## src/rtl/adder_ext_responder_if.sv

```systemverilog
// Request/response bus for adder_ext_responder.
//   master : requester/consumer side (drives req_valid, req_foo, resp_ready)
//   slave  : responder side (drives req_ready, resp_valid, resp_bar,
//            resp_count, busy)
interface adder_ext_responder_if #(
  parameter int unsigned WIDTH = 16
);

  logic             req_valid;
  logic             req_ready;
  logic [WIDTH-1:0] req_foo;
  logic             resp_valid;
  logic             resp_ready;
  logic [WIDTH-1:0] resp_bar;
  logic [7:0]       resp_count;
  logic             busy;

  modport master (
    output req_valid, req_foo, resp_ready,
    input  req_ready, resp_valid, resp_bar, resp_count, busy
  );

  modport slave (
    input  req_valid, req_foo, resp_ready,
    output req_ready, resp_valid, resp_bar, resp_count, busy
  );

endinterface

```

## src/rtl/adder_ext_responder.sv

```systemverilog
// Credit-flow incrementer: each accepted operand travels a fixed LATENCY
// pipeline, lands in a DEPTH-entry result queue and is returned as
// operand + INC. Admission is limited by credits so the queue never overflows
// and the pipeline never stalls.
//   clock : sole clock, rising edge
//   reset : asynchronous, active-low
//   bus   : adder_ext_responder_if.slave (request, response, status)
module adder_ext_responder #(
  parameter int unsigned WIDTH   = 16,
  parameter int unsigned INC     = 1,
  parameter int unsigned LATENCY = 2,
  parameter int unsigned DEPTH   = 4
) (
  input logic                  clock,
  input logic                  reset,
  adder_ext_responder_if.slave bus
);

  localparam int unsigned PTR_W = $clog2(DEPTH);
  localparam int unsigned CNT_W = PTR_W + 1;

  logic [LATENCY-1:0] pipe_vld_q;
  logic [WIDTH-1:0]   pipe_dat_q [LATENCY];
  logic [WIDTH-1:0]   mem_q      [DEPTH];

  logic [PTR_W-1:0] wr_ptr_q, wr_ptr_d;
  logic [PTR_W-1:0] rd_ptr_q, rd_ptr_d;
  logic [CNT_W-1:0] occ_q, occ_d;
  logic [CNT_W-1:0] out_q, out_d;

  logic             req_ready_q;
  logic             resp_valid_q;
  logic             busy_q;
  logic [WIDTH-1:0] resp_bar_q, resp_bar_d;
  logic [7:0]       resp_count_q;

  logic             accept_c;
  logic             pop_c;
  logic             push_c;
  logic [WIDTH-1:0] push_dat_c;

  // Handshake decode and next-state for pointers, occupancy and credits.
  always_comb begin
    accept_c   = bus.req_valid & req_ready_q;
    pop_c      = resp_valid_q & bus.resp_ready;
    push_c     = pipe_vld_q[LATENCY-1];
    push_dat_c = pipe_dat_q[LATENCY-1];

    wr_ptr_d = wr_ptr_q + PTR_W'(push_c);
    rd_ptr_d = rd_ptr_q + PTR_W'(pop_c);
    occ_d    = occ_q + CNT_W'(push_c) - CNT_W'(pop_c);
    out_d    = out_q + CNT_W'(accept_c) - CNT_W'(pop_c);

    // Head after this edge; the entry being written this edge is not yet
    // visible in mem_q, so forward it when it becomes the new head.
    resp_bar_d = resp_bar_q;
    if (occ_d != '0) begin
      if (push_c && (wr_ptr_q == rd_ptr_d)) begin
        resp_bar_d = push_dat_c;
      end else begin
        resp_bar_d = mem_q[rd_ptr_d];
      end
    end
  end

  // Result storage; contents are qualified by occupancy, so no reset needed.
  always_ff @(posedge clock) begin
    if (push_c) begin
      mem_q[wr_ptr_q] <= push_dat_c;
    end
  end

  // Pipeline, queue control and registered outputs.
  always_ff @(posedge clock or negedge reset) begin
    if (!reset) begin
      pipe_vld_q <= '0;
      for (int unsigned i = 0; i < LATENCY; i++) begin
        pipe_dat_q[i] <= '0;
      end
      wr_ptr_q     <= '0;
      rd_ptr_q     <= '0;
      occ_q        <= '0;
      out_q        <= '0;
      req_ready_q  <= 1'b0;
      resp_valid_q <= 1'b0;
      busy_q       <= 1'b0;
      resp_bar_q   <= '0;
      resp_count_q <= '0;
    end else begin
      pipe_vld_q[0] <= accept_c;
      pipe_dat_q[0] <= bus.req_foo + WIDTH'(INC);
      for (int unsigned i = 1; i < LATENCY; i++) begin
        pipe_vld_q[i] <= pipe_vld_q[i-1];
        pipe_dat_q[i] <= pipe_dat_q[i-1];
      end
      wr_ptr_q     <= wr_ptr_d;
      rd_ptr_q     <= rd_ptr_d;
      occ_q        <= occ_d;
      out_q        <= out_d;
      // Status outputs are registered images of the post-edge counters.
      req_ready_q  <= (out_d < CNT_W'(DEPTH));
      resp_valid_q <= (occ_d != '0);
      busy_q       <= (out_d != '0);
      resp_bar_q   <= resp_bar_d;
      resp_count_q <= resp_count_q + 8'(pop_c);
    end
  end

  assign bus.req_ready  = req_ready_q;
  assign bus.resp_valid = resp_valid_q;
  assign bus.resp_bar   = resp_bar_q;
  assign bus.resp_count = resp_count_q;
  assign bus.busy       = busy_q;

endmodule
```

## src/flat_wrapper.sv

```systemverilog
// flat-port wrapper written by rule: the top's interface ports become plain ports
module adder_ext_responder_flat 
#(
  parameter int unsigned WIDTH   = 16,
  parameter int unsigned INC     = 1,
  parameter int unsigned LATENCY = 2,
  parameter int unsigned DEPTH   = 4
)
  (clock, reset, bus_req_valid, bus_req_foo, bus_resp_ready, bus_req_ready, bus_resp_valid, bus_resp_bar, bus_resp_count, bus_busy);
  adder_ext_responder_if #(.WIDTH(WIDTH)) bus_i ();
  input logic clock;
  input logic reset;
  input wire logic [$bits(bus_i.req_valid)-1:0] bus_req_valid;
  input wire logic [$bits(bus_i.req_foo)-1:0] bus_req_foo;
  input wire logic [$bits(bus_i.resp_ready)-1:0] bus_resp_ready;
  output wire logic [$bits(bus_i.req_ready)-1:0] bus_req_ready;
  output wire logic [$bits(bus_i.resp_valid)-1:0] bus_resp_valid;
  output wire logic [$bits(bus_i.resp_bar)-1:0] bus_resp_bar;
  output wire logic [$bits(bus_i.resp_count)-1:0] bus_resp_count;
  output wire logic [$bits(bus_i.busy)-1:0] bus_busy;
  assign bus_i.req_valid = bus_req_valid;
  assign bus_i.req_foo = bus_req_foo;
  assign bus_i.resp_ready = bus_resp_ready;
  assign bus_req_ready = bus_i.req_ready;
  assign bus_resp_valid = bus_i.resp_valid;
  assign bus_resp_bar = bus_i.resp_bar;
  assign bus_resp_count = bus_i.resp_count;
  assign bus_busy = bus_i.busy;
  adder_ext_responder #(.WIDTH(WIDTH), .INC(INC), .LATENCY(LATENCY), .DEPTH(DEPTH)) u_core (.clock(clock), .reset(reset), .bus(bus_i));
endmodule
```

## config.mk

```make
export PLATFORM = sky130hd
export DESIGN_NAME = adder_ext_responder_flat
export DESIGN_NICKNAME = d
export VERILOG_FILES = /design/src/rtl/adder_ext_responder_if.sv /design/src/rtl/adder_ext_responder.sv /design/src/flat_wrapper.sv
export SDC_FILE = /design/constraint.sdc
export NUM_CORES = 1
export LEC_CHECK = 0
export ABC_AREA = 1
export CAP_MARGIN = 20
export CORE_MARGIN = 1
export CORE_UTILIZATION = 41
export CTS_BUF_LIST = sky130_fd_sc_hd__clkbuf_8
export CTS_CLUSTER_DIAMETER = 100
export DETAILED_ROUTE_END_ITERATION = 8
export GPL_TIMING_DRIVEN = 0
export SLEW_MARGIN = 20
export SYNTH_ARGS = -nofsm -noshare
export SYNTH_HDL_FRONTEND = slang
export SYNTH_SLANG_ARGS = --single-unit
```

## constraint.sdc

```tcl
create_clock -name clock -period 3.6 [get_ports clock]
set_clock_uncertainty 0.1 [all_clocks]
set_input_delay 0.72 -clock clock [delete_from_list [all_inputs] [get_ports clock]]
set_output_delay 0.72 -clock clock [all_outputs]
set_load 0.01 [all_outputs]
```

# After elaboration in Yosys (flattened, before gate mapping)
# Memories as Yosys holds them, arrays and structs flattened. A register that Yosys moved wholly into a read port is not among the register bits.
# Index checks and enable logic that the tools add are counted.
[classes] addsub=8 n_lt_le_gt_ge=1 n_mux=2 n_bitwise=2 reduce_logical=3
[op_table] operator="$add 16x1->16 const B" count=1
[op_table] operator="$add 8x1->8" count=1
[op_table] operator="$add 3x1->3" count=2
[op_table] operator="$reduce_bool 3->1" count=2
[op_table] operator="$sub 3x1->3" count=2
[op_table] operator="$add 2x1->2" count=2
[op_table] operator="$lt 3x3->1 const B" count=1
[op_table] operator="$and 1x1->1" count=2
[op_table] operator="$mux 1" count=2
[op_table] operator="$logic_not 1->1" count=1
[totals] ff_bits=55 ramBits=64 input_bits=20 output_inout_bits=27 word_cells=28 memories=1
[memory_table] name="u_core.mem_q" words=4 width=16 rd=1 rd_clocked_by_memory_dff=1 write_ports=1 line="adder_ext_responder.sv:24" text="logic [WIDTH-1:0] mem_q [DEPTH];"

# Logic depth before layout (Yosys ltp)
[depth] depth_word=4 depth_mapped=13 depth_no_buf=11

# Least setup slack after synthesis
# OpenSTA, ideal clock, no wires.
[synth_timing] kind="input port to flip-flop" startpoint="input bus_resp_ready" endpoint="register u_core.resp_bar_q[10], in the netlist u_core.bus.resp_bar[10] (read register of u_core.mem_q)" setup_time_ns=0.117 t_arrival_ns=2.469 required_ns=3.383 path_slack_ns=0.913 stages=10 path_buffers=1 cell_sequence="nand2_1 > or2_2 > nand2_1 > ha_1 > fa_1 > nor2_2 > nand3_2 > buf_2 > nand3_1 > nand2_1"
[synth_between] elab_chain_len=3 word_cells_on_any_way=4 cone_classes="add/sub: 2; bitwise: 1; reduce/logical: 1"
[synth_rtl] item="start: declaration" line="flat_wrapper.sv:15" text="input wire logic [$bits(bus_i.resp_ready)-1:0] bus_resp_ready;"
[synth_rtl] item="$and 1x1->1" line="adder_ext_responder.sv:45" text="pop_c = resp_valid_q & bus.resp_ready;"
[synth_rtl] item="$sub 3x1->3" line="adder_ext_responder.sv:51" text="occ_d = occ_q + CNT_W'(push_c) - CNT_W'(pop_c);"
[synth_rtl] item="named net u_core.occ_d[1]" line="adder_ext_responder.sv:28" text="logic [CNT_W-1:0] occ_q, occ_d;"
[synth_rtl] item="$reduce_bool 3->1" line="adder_ext_responder.sv:57" text="if (occ_d != '0) begin"
[synth_rtl] item="end: declaration" line="adder_ext_responder.sv:34" text="logic [WIDTH-1:0] resp_bar_q, resp_bar_d;"
# The timed path passes the listed nets, and every way through them passes these cells.

# Worst setup path in the final report
[layout_timing] startpoint="input bus_resp_ready" endpoint="register u_core.resp_bar_q[7], in the netlist u_core.bus.resp_bar[7] (read register of u_core.mem_q)"
# The elaborated chain is that of the path after synthesis.

==> impl_metrics.py <==
metrics = {
    "clock_tree": {
        "cts.sinks": 135,
        "cts_setup_buffers": 0,
        "cts_tree": "yes",
        "clock_latency_ps": 430,
        "clk_pin_slew_worst_paths_ps": 80,
        "cts_hold_buf": 0,
        "clock_path_buffers": 2,
        "htreeDepth": 4,
        "post_cts_resized": 0,
        "cts_buffers": 17,
        "cts_root_buffer": "clkbuf_8",
    },
    "die": {
        "die_w_um": 120,
        "dieArea_mm2": 0.0143,
        "start_util_pct": 42.4,
        "num_rows": 42,
        "die_y_um": 120,
        "core_area_mm2": 0.0133,
        "io_pins": 47,
    },
    "worst_setup_path": {
        "critPathMaxStageDelay_ps": 450,
        "worstPathMaxFanout": 10,
        "crit_arrival_ps": 3240,
        "reg2reg_depth": 10,
        "worstSetupPathType": "in -> reg",
        "crit_buf_inv": 2,
        "r2r-start": "u_core.bus.resp_valid",
        "cpMostUsedCell": "nand2_1",
        "startpoint_type": "input port",
        "r2r_slack_ps": 970,
        "r2r-end": "u_core.bus.resp_bar[7]",
        "slowest_stage": "clkdlybuf4s50_1",
        "crit_chain": "clkdlybuf4s50_1, nand2_1, or2_2, nand2_1, ha_1, fa_1, nor2_2, nand3_2, buf_2, nand3_1, nand2_1",
        "path_delay_family": "simple AND/OR/NAND/NOR gates",
        "crit_required_ps": 3820,
        "cp-end-kind": "flop",
    },
    "grt": {
        "grt_overflow_total": 0,
        "grt.total_usage_pct": 15.4,
        "grt_max_degree": 53,
        "grt_pass1_wl_mm": 17.0,
        "grt_pass1_vias": 3555,
        "antenna_found_initial": 0,
    },
    "synth": {
        "syn_inst": 540,
        "ys_seq_area_share_pct": 65.3,
        "synth_area_per_cell_um2": 10.5,
        "yosysMostFrequentCell": "nand2_1",
        "synth-main-ff-cell": "dfrtp_1",
        "synth_edf_count": 64,
        "synth.top_cell.area_share_pct": 34.0,
        "yosys-top-cells-area": "edfxtp_1 34%, dfrtp_1 31%, nand2_1 9.3%",
        "async_reset_ff_share_pct": 52.6,
        "synth.largest_area_cell": "edfxtp_1",
        "synth_seq_cells": 135,
        "synth_warnings": 0,
        "synth_fp_nets": 569,
        "ys_top_cells_by_count": "140 x nand2_1, 75 x inv_1, 71 x dfrtp_1",
        "netlist_area_mm2": 0.00566,
        "synthDistinctLibCells": 27,
    },
    "timing": {
        "tns_ps": 0,
        "period_minus_slack_ps": 3020,
        "finalSetupViolations": 0,
        "fmax_mhz": 331,
        "finalHoldViolCount": 0,
        "max_slew_margin_pct": 44.6,
        "period_share_pct": 83.8,
        "rsz0062_at_grt": "no",
        "slew_viol_final": 0,
        "worst_pin_slew_ps": 830,
    },
    "drt": {
        "first_iter_violations": 179,
        "ant_nets": 0,
        "dr.pass1.iters": 5,
        "wl_per_cell_um": 12.5,
        "drcViolationCount": 0,
        "route.vias.total": 3615,
        "vias_per_cell": 4.54,
        "wl_mm": 9.93,
    },
    "power": {
        "ir_drop_mv": 0.307,
        "total_power_w": 0.00586,
        "power.density_mw_per_mm2": 858,
        "p_leak_nw": 3.11,
    },
    "layout": {
        "fill_cells": 1226,
        "num_antenna_cells": 0,
        "register_area_mm2": 0.00370,
        "multiInputGateArea_mm2": 0.00158,
        "finalNonFillerCells": 796,
        "final_cell_area_mm2": 0.00683,
        "final_util_pct": 51.2,
        "area_growth_pct": 20.7,
        "drive_gt1_share_pct": 10.8,
        "finalNetCount": 636,
    },
    "status": {
        "status": "finished clean",
    },
    "place": {
        "dpl.hpwl_mm": 7.29,
        "place_area_mm2": 0.00639,
        "gp_congestion": 0.837,
        "portBuffers": 46,
        "placedCellCount": 764,
    },
    "job": {
        "drv_cap": 0,
    },
    "min_path": {
        "hold_path_class": "in -> async",
    },
}
==> cells by family after synthesis <==
group                      Yosys count  share of synthesized area [%]
xor gates and xnor gates            24                           3.71
and+or+nand+nor                    262                           20.4
DFF                                135                           65.3
buffers and inverters               94                           6.87
AOI/OAI and AO/OA                   16                           1.41
adders and majority gates            9                           2.25
==> cell type report <==
type                            instances  share of cell area [%]
Clock inverter                         14                    2.86
Sequential cell                       135                    54.1
Timing Repair Buffer                   48                    7.32
Clock buffer                           18                    3.63
Tap cell                              176                    3.22
Multi-Input combinational cell        311                    23.2
Inverter                               78                    4.32
Buffer                                 16                    1.37
==> state kept, by name, summed over array words and instances, names as in the netlist <==
name / flops
u_core.bus.busy: 1
u_core.pipe_vld_q: 2
u_core.mem_q: 64
u_core.wr_ptr_q: 2
u_core.occ_q: 3
u_core.bus.req_ready: 1
u_core.out_q: 3
u_core.push_dat_c: 16
u_core.bus.resp_bar: 16
u_core.bus.resp_valid: 1
u_core.pipe_dat_q: 16
u_core.bus.resp_count: 8
u_core.rd_ptr_q: 2
==> where the power goes <==
| part | switching, W | leakage [nW] | internal (W) | total (W) |
|---|---|---|---|---|
| Clock | 0.000589 | 0.229 | 0.000781 | 0.00137 |
| Combinational | 0.00139 | 1.48 | 0.000924 | 0.00231 |
| Sequential | 0.000186 | 1.40 | 0.00200 | 0.00218 |
| Total | 0.00216 | 3.11 | 0.00370 | 0.00586 |
==> stage by stage <==
| stage | hold slack (ps) | worst slack, ps |
|---|---|---|
| after global routing | 43.2 | 459 |
| after global placement | 233 | -491 |
| after CTS | 39.6 | 575 |
| final | 55.7 | 582 |
| after detailed placement | 235 | 101 |
| after floorplan | 231 | 913 |
==> cell usage in the layout, fill, tap and decap left out, types with 3 or more instances in the layout <==
master and count:
o21ai_0 16, inv_1 75, inv_6 3, clkbuf_8 18
edfxtp_1 64, clkdlybuf4s50_1 45, nand2_1 140, buf_2 12
ha_1 7, clkinv_4 3, nand3_1 42, nor2_2 5
xor2_1 17, nor3_1 6, xnor2_1 7, nor2_1 42
dfrtp_1 71, bufinv_16 4, inv_4 3, nand4_1 17
==> per-layer routing <==
metal  GRT usage [%]  part of all wire, %  routed length [um]
met1            20.7                   48                4770
met2            23.7                   45                4480
met3            3.71                  5.1                 510
met4            7.27                  1.6                 161
met5               0                    0                   0
==> how the worst max path moves through the flow <==
stage / to / slack [ps] / startpoint / depth (start not counted)
floorplan: u_core.bus.resp_bar[10] / 910 / bus_resp_ready / 10
global placement: u_core.pipe_dat_q[24] / -490 / reset / 1
detailed placement: u_core.bus.resp_bar[7] / 100 / bus_resp_ready / 11
CTS: u_core.bus.resp_bar[7] / 580 / bus_resp_ready / 11
global route: u_core.bus.resp_bar[5] / 460 / bus_resp_ready / 11
finish: u_core.bus.resp_bar[7] / 580 / bus_resp_ready / 11
Power figures use the tool's default switching activity.
